**config.mk**
```make
export PLATFORM = sky130hd
export DESIGN_NAME = rgb_pwm_array
export DESIGN_NICKNAME = d
export VERILOG_FILES = /design/src/rtl/rgb_pkg.sv /design/src/rtl/rgb_pwm_chan.sv /design/src/rtl/rgb_pwm_array.sv
export SDC_FILE = /design/constraint.sdc
export NUM_CORES = 1
export LEC_CHECK = 0
export CAP_MARGIN = 25
export CORE_ASPECT_RATIO = 0.8
export CORE_MARGIN = 2
export CORE_UTILIZATION = 56
export DETAILED_ROUTE_END_ITERATION = 10
export PLACE_DENSITY = 0.78
export SYNTH_ARGS = -nofsm -noshare
export SYNTH_HDL_FRONTEND = slang
export SYNTH_SLANG_ARGS = --single-unit
```
**constraint.sdc**
```tcl
create_clock -name clk -period 4.33 [get_ports clk]
set_clock_uncertainty 0.1 [all_clocks]
set_input_delay 1.299 -clock clk [delete_from_list [all_inputs] [get_ports clk]]
set_output_delay 1.299 -clock clk [all_outputs]
set_load 0.01 [all_outputs]
```
**src/rtl/rgb_pkg.sv**
```systemverilog
// rtl/rgb_pkg.sv - palette codes, colour lookup and gamma helper for rgb_pwm_array
package rgb_pkg;

    localparam logic [3:0] C_MAROON = 4'd0;
    localparam logic [3:0] C_RED    = 4'd1;
    localparam logic [3:0] C_ORANGE = 4'd2;
    localparam logic [3:0] C_YELLOW = 4'd3;
    localparam logic [3:0] C_GREEN  = 4'd4;
    localparam logic [3:0] C_LIME   = 4'd5;
    localparam logic [3:0] C_TEAL   = 4'd6;
    localparam logic [3:0] C_CYAN   = 4'd7;
    localparam logic [3:0] C_BLUE   = 4'd8;
    localparam logic [3:0] C_PURPLE = 4'd9;
    localparam logic [3:0] C_VIOLET = 4'd10;
    localparam logic [3:0] C_SIENNA = 4'd11;
    localparam logic [3:0] C_SILVER = 4'd12;
    localparam logic [3:0] C_OFF    = 4'd13;

    function automatic logic [23:0] color_to_rgb(input logic [3:0] code);
        case (code)
            C_MAROON: return 24'h800000;
            C_RED:    return 24'hFF0000;
            C_ORANGE: return 24'hFFA500;
            C_YELLOW: return 24'hFFFF00;
            C_GREEN:  return 24'h008000;
            C_LIME:   return 24'h00FF00;
            C_TEAL:   return 24'h008080;
            C_CYAN:   return 24'h00FFFF;
            C_BLUE:   return 24'h0000FF;
            C_PURPLE: return 24'h800080;
            C_VIOLET: return 24'hEE82EE;
            C_SIENNA: return 24'hA0522D;
            C_SILVER: return 24'hC0C0C0;
            default:  return 24'h000000;
        endcase
    endfunction

    // Square-law duty: (d*d) >> w, d already left-aligned to w bits.
    function automatic logic [11:0] gamma_duty(input logic [11:0] d, input int w);
        logic [23:0] sq;
        sq = 24'(d) * 24'(d);
        sq = sq >> w;
        return sq[11:0];
    endfunction

endpackage

```
**src/rtl/rgb_pwm_chan.sv**
```systemverilog
// rtl/rgb_pwm_chan.sv - one RGB LED: committed colour/blink, duty decode, compare (RGB_GAMMA_EN selects gamma duty)
module rgb_pwm_chan #(
    parameter int PWM_W = 8
) (
    input  logic             clk,
    input  logic             rst,
    input  logic             en,
    input  logic             wr,
    input  logic [3:0]       wr_color,
    input  logic             wr_blink,
    input  logic [PWM_W-1:0] pwm_ctr,
    input  logic             blink_phase,
    output logic             r,
    output logic             g,
    output logic             b
);
    import rgb_pkg::*;

    logic [3:0]       color;
    logic [3:0]       eff_color;
    logic             blink;
    logic             eff_blink;
    logic [23:0]      rgb;
    logic [PWM_W-1:0] duty_r;
    logic [PWM_W-1:0] duty_g;
    logic [PWM_W-1:0] duty_b;
    logic             lit;

    function automatic logic [PWM_W-1:0] duty_of(input logic [7:0] v);
        logic [PWM_W-1:0] d;
        d = PWM_W'(v) << (PWM_W - 8);
`ifdef RGB_GAMMA_EN
        return PWM_W'(gamma_duty(12'(d), PWM_W));
`else
        return d;
`endif
    endfunction

    // A commit bypasses into the compare so the boundary slot already uses the new colour.
    always_comb begin
        eff_color = wr ? wr_color : color;
        eff_blink = wr ? wr_blink : blink;
        rgb       = color_to_rgb(eff_color);
        duty_r    = duty_of(rgb[23:16]);
        duty_g    = duty_of(rgb[15:8]);
        duty_b    = duty_of(rgb[7:0]);
        lit       = en && !(eff_blink && blink_phase);
    end

    always_ff @(posedge clk) begin
        if (rst) begin
            color <= C_OFF;
            blink <= 1'b0;
            r     <= 1'b0;
            g     <= 1'b0;
            b     <= 1'b0;
        end else begin
            if (wr) begin
                color <= wr_color;
                blink <= wr_blink;
            end
            r <= lit && (pwm_ctr < duty_r);
            g <= lit && (pwm_ctr < duty_g);
            b <= lit && (pwm_ctr < duty_b);
        end
    end

endmodule

```
**src/rtl/rgb_pwm_array.sv**
```systemverilog
// rtl/rgb_pwm_array.sv - multi-LED RGB PWM driver with boundary-synchronous colour commits (RGB_GAMMA_EN optional)
module rgb_pwm_array #(
    parameter int NUM_LED       = 4,
    parameter int PWM_W         = 8,
    parameter int PWM_DIV       = 1,
    parameter int BLINK_PERIODS = 2,
    localparam int LED_W        = (NUM_LED > 1) ? $clog2(NUM_LED) : 1
) (
    input  logic               clk,
    input  logic               rst,
    input  logic               en,
    input  logic               sel_valid,
    output logic               sel_ready,
    input  logic [LED_W-1:0]   sel_led,
    input  logic [3:0]         sel_color,
    input  logic               sel_blink,
    output logic [NUM_LED-1:0] r_out,
    output logic [NUM_LED-1:0] g_out,
    output logic [NUM_LED-1:0] b_out,
    output logic               period_start
);
    import rgb_pkg::*;

    localparam int DIV_W = (PWM_DIV > 1) ? $clog2(PWM_DIV) : 1;
    localparam int BLK_W = (BLINK_PERIODS > 1) ? $clog2(BLINK_PERIODS) : 1;
    localparam logic [PWM_W-1:0] CTR_MAX = '1;

    logic [DIV_W-1:0] div_ctr;
    logic [PWM_W-1:0] pwm_ctr;
    logic [BLK_W-1:0] blink_ctr;
    logic             blink_phase;
    logic             tick;
    logic             wrap;
    logic             pending;
    logic [LED_W-1:0] pend_led;
    logic [3:0]       pend_color;
    logic             pend_blink;
    logic             commit;

    assign tick      = en && (div_ctr == DIV_W'(PWM_DIV - 1));
    assign wrap      = tick && (pwm_ctr == CTR_MAX);
    assign sel_ready = !pending;
    // With the PWM stopped there is no boundary to wait for, so commit straight away.
    assign commit    = pending && (!en || period_start);

    // Blink phase flips on the wrap itself so it is already valid in the period_start slot.
    always_ff @(posedge clk) begin
        if (rst || !en) begin
            div_ctr      <= '0;
            pwm_ctr      <= '0;
            blink_ctr    <= '0;
            blink_phase  <= 1'b0;
            period_start <= 1'b0;
        end else begin
            div_ctr      <= tick ? '0 : div_ctr + 1'b1;
            period_start <= wrap;
            if (tick) begin
                pwm_ctr <= pwm_ctr + 1'b1;
            end
            if (wrap) begin
                if (blink_ctr == BLK_W'(BLINK_PERIODS - 1)) begin
                    blink_ctr   <= '0;
                    blink_phase <= !blink_phase;
                end else begin
                    blink_ctr <= blink_ctr + 1'b1;
                end
            end
        end
    end

    always_ff @(posedge clk) begin
        if (rst) begin
            pending    <= 1'b0;
            pend_led   <= '0;
            pend_color <= C_OFF;
            pend_blink <= 1'b0;
        end else if (sel_valid && sel_ready) begin
            pending    <= 1'b1;
            pend_led   <= sel_led;
            pend_color <= sel_color;
            pend_blink <= sel_blink;
        end else if (commit) begin
            pending <= 1'b0;
        end
    end

    // Out-of-range targets match no channel and simply drain from the slot.
    for (genvar i = 0; i < NUM_LED; i++) begin : g_led
        rgb_pwm_chan #(
            .PWM_W(PWM_W)
        ) u_chan (
            .clk        (clk),
            .rst        (rst),
            .en         (en),
            .wr         (commit && (pend_led == LED_W'(i))),
            .wr_color   (pend_color),
            .wr_blink   (pend_blink),
            .pwm_ctr    (pwm_ctr),
            .blink_phase(blink_phase),
            .r          (r_out[i]),
            .g          (g_out[i]),
            .b          (b_out[i])
        );
    end

endmodule

```
==> results by stage, run 1 <==
Yosys:
- The area of the mapped netlist is 5290 µm².
- The number of enable flip-flop cells after synthesis is 0.
- During synthesis, Yosys emitted a total of 0 warnings.
- The xor and xnor fraction of the mapped netlist area is 1.32%.
- Counting every instance in the synthesized netlist gives 667.
- After synthesis, the netlist uses 60 different library cells.
- Summing the areas of all and, or, nand and nor instances in the mapped netlist gives 23.3% of the synthesized area.
- The mux cell area share after synthesis is 8.73%.
- The share of the Yosys chip area taken by registers is 19.7%.
- The fraction of synthesis flops using an asynchronous set or reset pin is 0%.
- The number of synthesized register bits is 52.
- The main combinational cell family by area after synthesis is simple AND/OR/NAND/NOR gates.
- The complex-gate fraction of the synthesized area is 20.9%.
- Of the total synthesized cell area, the portion taken by full adders, half adders and majority gates is 20.1%.
- The top flip-flop cell by instance count after synthesis is dfxtp_1.
- When the netlist entered floorplanning its net count stood at 763.
- The mean post-synth cell area is about 7.9 µm².

STA:
- Setup violations remaining at the end of the flow were counted as 0.
- The worst path needs roughly 4000 ps of the cycle, external delays included.
- The transition time at the pin with the least slew margin is approximately 1000 ps.
- Across all setup checks in the final design, the least slack found is 430 ps.
- The count of final hold-check violations is 0.
- The worst max-slew margin expressed relative to the limit is 30.7%.
- Setup total negative slack on the finished layout was measured at 0 ps.
- The max-slew violation count came to 0.
- Setup repair after global routing left no endpoint under its margin.
- The highest clock rate is 256 MHz.
- The final critical-path share of the clock period is 90.1%.

Setup path:
- STA classifies the critical path endpoint as a flop.
- Data arrives at the worst endpoint at between 3000 and 4000 ps.
- The critical path is of the primary input to flop type.
- The maximum fanout encountered on the critical timing path is 4.
- The required time of the critical path is 4420 ps.
- The library cell contributing the largest single delay on the critical path is a311o_1.
- The signal on the critical path passes through dlymetal6s2s_1 -> nand2b_1 -> nand4_1 -> buf_4 -> mux2i_2 -> buf_4 -> ha_1 -> inv_1 -> o21ai_0 -> o31ai_1 -> ha_1 -> nand4_1 -> a311o_1 -> o211a_1.
- The top cell family by delay on the critical path is compound AO/OA/AOI/OAI gates.
- The type of element launching the critical path is a primary input.
- The number of buffers and inverters on the critical path is 4.
- The maximum single-stage delay on the critical path is 330 ps.

Pwr:
- Of the total power, the clock network draws 39.2%.
- Combinational logic burns about 14% of the power.
- The switching share of power is 29.7%.
- The total power density per cell area is 180 nW/µm².
- The worst-case IR drop observed on VDD is 0.251 mV.
- Internal power comes to 790 µW.
- The sequential fraction of design power is between 40% and 50%.
- The power dissipated by switching net loads is between 300 and 400 µW.
- The leakage component of the power is about 0.0029 µW.

Routing:
- The final layout contains routed wiring with a total length of 15.4 mm.
- The number of vias after detailed routing is 5,409.
- The first detailed-routing pass ran for 6 iterations.
- The number of nets with antenna violations after detailed routing is 0.
- In this run, the number of DRC markers left after iteration 0 of detailed routing was 640.
- The average routed wire per standard cell is 18.3 µm.
- For this run, design rule violations remaining after detail routing come to 0.
- Dividing the detail-routed via count by the number of cells gives 6.42.

Floorplanning:
- The full die area is 10,200 µm².
- The area inside the core boundary is 9110 µm².
- Row generation in the floorplan step produced 31 rows.
- Measured along the x axis, the die boundary spans 113 µm.
- Once the floorplan was initialized, standard cells occupied 58.1% of the core.
- The number of primary I/O pins is 25.
- Measured along the y axis, the die boundary spans 90.9 µm.

Run:
- Max-cap violations in this run came to 0.

Global routing:
- met2 is the most crowded layer.
- Entering global routing, the biggest net connects 29 pins.
- The total global routing overflow is 0.
- The number of global-route vias before repair was 4,979.
- The first-pass GRT wire length is ~25 mm.
- In the global route stage, met3 resource usage came out at 6.07%.
- For this run, global-route usage on met1 was measured as about 41%.
- In the global route stage, met2 resource usage came out at 46.2%.
- The initial antenna violation count is 0.
- Across every metal layer, demand over resource in global routing totals 29.5%.

Cells and area:
- The layout has 731 filler cells.
- From synthesis to final layout, the design area changed by 18.1%.
- The layout net count is 823.
- In the layout the commonest cells are ha_1, buf_4, nor2_1.
- The count of cells in the finished layout, fillers not included, comes to 843.
- The number of antenna diodes in the final layout is 0.
- The commonest non-fill, non-tap cell in the layout is ha_1.
- Of the cells placed in the final design, the portion with a size suffix greater than 1 is 15.5%.

Placement:
- The number of placed instances, taps included, is about 830.
- The congestion estimate from routability-driven global placement came to 0.960.
- The wire-length estimate of the detail-placed layout is 10.9 mm.
- Before CTS, the worst setup slack after placement is -245 ps.
- The number of I/O port buffers is 24.

Clock tree:
- Clock-pin slew was measured on the worst setup and hold paths at 80 ps.
- CTS built an H-tree with a depth of 2.
- TritonCTS built the clock tree.
- Clock latency on the worst-skew pair, taken at its later pin, is 300 ps.
- The clock buffer count from CTS is 5.
- The buffer depth of the longest clock path is 2.
- The CTS sink count is 52.
- The root buffer cell chosen for the clock tree is clkbuf_16.

Outcome:
- The run finished with clean final reports.

Min path:
- The worst hold path class is flop to flop.
==> tightest hold or removal path, stage by stage (launching register included) <==
cell     delay, ps
dfxtp_1        320
mux2i_1         80
nor2_1          80
==> cell type report <==
cell class	instances	area (µm²)	share of cell area, %
Multi-Input combinational cell	550	4030	64.5
Sequential cell	52	1040	16.7
Timing Repair Buffer	100	815	13.0
Tap cell	115	144	2.30
Clock buffer	5	125	2.00
Inverter	18	67.6	1.08
Clock inverter	3	28.8	0.461
==> worst paths after layout <==
path                                    start                                to  slack, ps  depth (start not counted)
max reg2reg              pending$_SDFFE_PP0P_      g_led[2].u_chan.b$_SDFF_PP0_       1030                         15
min reg2reg  g_led[2].u_chan.blink$_SDFF_PP0_  g_led[2].u_chan.blink$_SDFF_PP0_        410                          2
min          g_led[2].u_chan.blink$_SDFF_PP0_  g_led[2].u_chan.blink$_SDFF_PP0_        410                          2
max                                        en      g_led[3].u_chan.r$_SDFF_PP0_        430                         14
==> state kept, by name, summed over array words and instances (netlist names) <==
| signal | count |
|---|---|
| div_ctr | 1 |
| blink_phase | 1 |
| g_led.u_chan.color | 16 |
| pend_led | 2 |
| g_led.u_chan.blink | 4 |
| g_led.u_chan.b | 4 |
| g_led.u_chan.r | 4 |
| pend_color | 4 |
| pwm_ctr | 8 |
| blink_ctr | 1 |
| pend_blink | 1 |
| pending | 1 |
| g_led.u_chan.g | 4 |
| period_start | 1 |
==> synth_stat cells, types with 6 or more instances <==
| cell | count | share of area [%] |
|---|---|---|
| a211oi_1 | 10 | 1.4 |
| a21o_1 | 16 | 2.3 |
| a21oi_1 | 56 | 5.3 |
| a31oi_1 | 11 | 1.3 |
| and3_1 | 7 | 0.83 |
| and4_1 | 6 | 0.99 |
| buf_4 | 12 | 1.7 |
| clkbuf_1 | 28 | 2.0 |
| dfxtp_1 | 52 | 20 |
| ha_1 | 85 | 20 |
| inv_1 | 18 | 1.3 |
| mux2_2 | 10 | 2.1 |
| mux2i_1 | 32 | 6.1 |
| nand2_1 | 31 | 2.2 |
| nand2b_1 | 28 | 3.3 |
| nand3_1 | 26 | 2.5 |
| nand4_1 | 17 | 2.0 |
| nor2_1 | 64 | 4.5 |
| nor2b_1 | 17 | 2.0 |
| nor3_1 | 17 | 1.6 |
| o21a_1 | 7 | 0.99 |
| o21ai_0 | 33 | 3.1 |
==> power by group through the flow <==
stage,logic (µW),registers [µW],clock network (µW)
floorplan,116,507,0
global placement,151,528,0
detailed placement,155,529,0
CTS,156,517,442
global route,178,522,461
finish,163,520,441
==> kinds of logic after synthesis <==
kind of cell	count (synthesis)
flip-flops	52
XOR/XNOR	8
AO/OA/AOI/OAI	175
AND/OR/NAND/NOR	237
multiplexers	44
adder cells (fa/ha/maj)	85
buffers and inverters	65
other	1
==> repair_timing <==
item / 4_1_cts / 5_1_grt
setup endpoints to repair: 0 / 9
buffers inserted: 0 / 3
hold buffers: 0 / 0
resized for setup: 0 / 18
==> through the flow <==
step / area [µm²] / total power, µW / utilization (%) / hold slack, ps
floorplan: 5300 / 624 / - / 345
global placement: 5980 / 679 / 65.6 / 370
detailed placement: 5980 / 684 / 65.6 / 382
CTS: 6140 / 1120 / 67.3 / 395
global route: 6250 / 1160 / 68.6 / 429
finish: 6250 / 1120 / 68.6 / 413
==> metal layers <==
| metal | vias to the layer above | routed length [µm] |
|---|---|---|
| met2 | 259 | 6810 |
| met4 | 0 | 350 |
| met5 | - | 0 |
| met3 | 38 | 1520 |
| met1 | 2533 | 6770 |
| li1 | 2579 | - |
Note: power is estimated with default switching activity, not from simulation.
==> run 2, diff against run 1 <==
--- a/config.mk
+++ b/config.mk
@@ -9,6 +9,7 @@
 export CORE_ASPECT_RATIO = 0.8
 export CORE_MARGIN = 2
 export CORE_UTILIZATION = 56
+export CTS_CLUSTER_SIZE = 8
 export DETAILED_ROUTE_END_ITERATION = 10
 export PLACE_DENSITY = 0.78
 export SYNTH_ARGS = -nofsm -noshare
==> results of run 2 <==
The final DEF is identical to that of run 1; final timing and power are the same.
==> run 3, diff against run 2 <==
--- a/config.mk
+++ b/config.mk
@@ -8,10 +8,10 @@
 export CAP_MARGIN = 25
 export CORE_ASPECT_RATIO = 0.8
 export CORE_MARGIN = 2
-export CORE_UTILIZATION = 56
+export CORE_UTILIZATION = 30
 export CTS_CLUSTER_SIZE = 8
 export DETAILED_ROUTE_END_ITERATION = 10
-export PLACE_DENSITY = 0.78
 export SYNTH_ARGS = -nofsm -noshare
 export SYNTH_HDL_FRONTEND = slang
 export SYNTH_SLANG_ARGS = --single-unit
+export TNS_END_PERCENT = 100
==> results by stage, run 3 (synthesis results as in run 1) <==
Setup path:
- The kind of end point of the critical path is a flop.
- By startpoint and endpoint, the worst setup path is classified as primary input to flop.
- The type of element launching the critical path is a primary input.
- The maximum fanout encountered on the critical timing path is 7.
- Data arrives at the worst endpoint at 4040 ps.
- STA puts the critical path data required time at 4500 ps.

Clock tree:
- The tree is rooted in a clkbuf_16.
- The clock reaches the later pin of the worst-skew pair after between 300 and 400 ps.
- TritonCTS built the clock tree.
- In this run the deepest clock path goes through 2 buffers.
- In this run, post-CTS hold repair placed 0 buffers.
- The maximum level of the CTS H-tree is 2.
- The clock buffer count from CTS is 5.
- The clock transition at the registers of the reported paths is about 90 ps.
- In this run the post-CTS setup repair buffer count came out at 0.
- CTS saw 52 sinks.

STA:
- Dividing the final minimum period by the clock period gives 89.5%.
- The transition time at the pin with the least slew margin is approximately 940 ps.
- The count of final setup violators is 0.
- In this run the tightest slew margin relative to its limit is 37.2%.
- The count of final hold-check violations came to 0.
- The max-slew violation count is 0.
- The highest clock rate is about 260 MHz.
- Setup repair after global routing left no endpoint under its margin.
- The clock period could shrink to 3880 ps.

Routing:
- The number of vias after detailed routing is 5,117.
- The count of routing violations after the opening detailed-route iteration is 293.
- After detailed routing, the total wire length is 15.8 mm.
- The number of iterations in the first detailed-routing pass is 5.
- Once detail routing completed, the nets flagged for antenna violations numbered 0.
- After detailed routing, the average wire length per cell comes to 16.4 µm.
- The via-per-instance ratio is 5.30.
- After detailed routing, the number of remaining DRC violations is 0.

Cells and area:
- The top cell types in the final layout, fill and taps aside, are buf_4, ha_1, nor2_1.
- The area growth from synthesis to layout is 21.5%.
- The post-route standard cell area excluding fillers is 6430 µm².
- The number of antenna diodes in the final layout is 0.
- The layout net count is approximately 840.
- The register with the most flip-flops in the final layout is g_led.u_chan.color.
- The library cell used most frequently in the layout, excluding fill and tap cells, is buf_4.
- The register with the most flip-flops in the layout has 16 of them.
- The fraction of final layout cells with drive strength greater than 1 is 15.9%.
- The largest registers in the layout are g_led.u_chan.color (16), pwm_ctr (8).

Placement:
- The instance area at placement is 6250 µm².
- The global placement routability congestion is around 0.87.
- The number of I/O port buffers is 24.
- The half-perimeter wire length of the detailed placement result is 11.8 mm.

Pwr:
- Summed over all cells, the static leakage comes to 0.00295 µW.
- Overall power consumption after layout is estimated at 1140 µW.
- Across the VDD grid, the largest voltage drop is roughly 0.13 mV.
- The total power density per cell area is 177 nW/µm².

Global routing:
- The global router's overall resource usage is 17.0%.
- Entering global routing, the biggest net connects 29 pins.
- The initial antenna violation count is 0.
- The total overflow left after global routing is 0.
- The first global-routing pass estimated ~25 mm of wire.
- The number of global-route vias before repair is 4,672.

Floorplanning:
- The die covers 18,700 µm².
- The standard-cell row count is 43.
- For this design the top-level I/O count stands at 25.
- The overall die width is 152 µm.
- The starting density of the core is 30.5%.
- The region available for standard cell placement spans 17,300 µm².
- Measured along the y axis, the die boundary spans 123 µm.

Outcome:
- The run finished with clean final reports.

Run:
- The number of violations of the max-capacitance limit is 0.

Min path:
- The worst hold path belongs to the class flop to flop.
[run 3: critical path: stages]
cell,delay [ps]
dlymetal6s2s_1,160
nor2b_4,170
or3_4,410
mux2i_2,250
inv_1,100
ha_1,210
o21a_1,120
a21oi_1,190
buf_4,150
ha_1,250
a21oi_1,150
a31oi_1,100
nor4bb_1,280
o41a_1,190
[run 3: path summary, 6_finish.rpt]
path	to	slack (ps)	cells past startpoint	from
worst min register to register	g_led[1].u_chan.blink$_SDFF_PP0_	390	2	g_led[1].u_chan.blink$_SDFF_PP0_
worst max register to register	g_led[1].u_chan.b$_SDFF_PP0_	1080	13	pending$_SDFFE_PP0P_
worst max-delay path	g_led[0].u_chan.b$_SDFF_PP0_	450	14	en
worst min-delay path	g_led[1].u_chan.blink$_SDFF_PP0_	390	2	g_led[1].u_chan.blink$_SDFF_PP0_
[run 3: power by group]
part / switching, µW / internal (µW) / leakage [µW]
Sequential: 27.3 / 488 / 0.000422
Clock: 229 / 224 / 0.0000767
Combinational: 88.5 / 80.5 / 0.00245
[run 3: what timing repair did]
action,4_1_cts,5_1_grt
setup endpoints to repair,0,5
gates resized for setup,0,7
endpoints found under the hold margin,0,0
[run 3: metrics by stage]
step                setup slack [ps]  std cells  utilization [%]  TNS, ps  hold WS (ps)
floorplan                       23.4        667                -        0           345
CTS                             81.1        966             37.0        0           389
finish                           453        966             37.1        0           387
detailed placement              -235        958             36.1    -1310           375
global route                     288        966             37.1        0           428
global placement                -216        958             36.1    -1040           372
[run 3: metal layers]
layer	vias to the layer above	global-route usage [%]	part of all wire, %
met4	0	4.05	1.1
met3	10	2.33	4.4
met1	2373	25.5	53
met5	-	0	0
li1	2599	-	-
met2	135	25.7	42
[run 3: final cells by class]
class | count | area (µm²)
Inverter | 18 | 67.6
Fill cell | 1828 | 10900
Clock buffer | 5 | 125
Tap cell | 225 | 282
Sequential cell | 52 | 1040
Timing Repair Buffer | 113 | 911
Multi-Input combinational cell | 550 | 3970
Clock inverter | 3 | 28.8
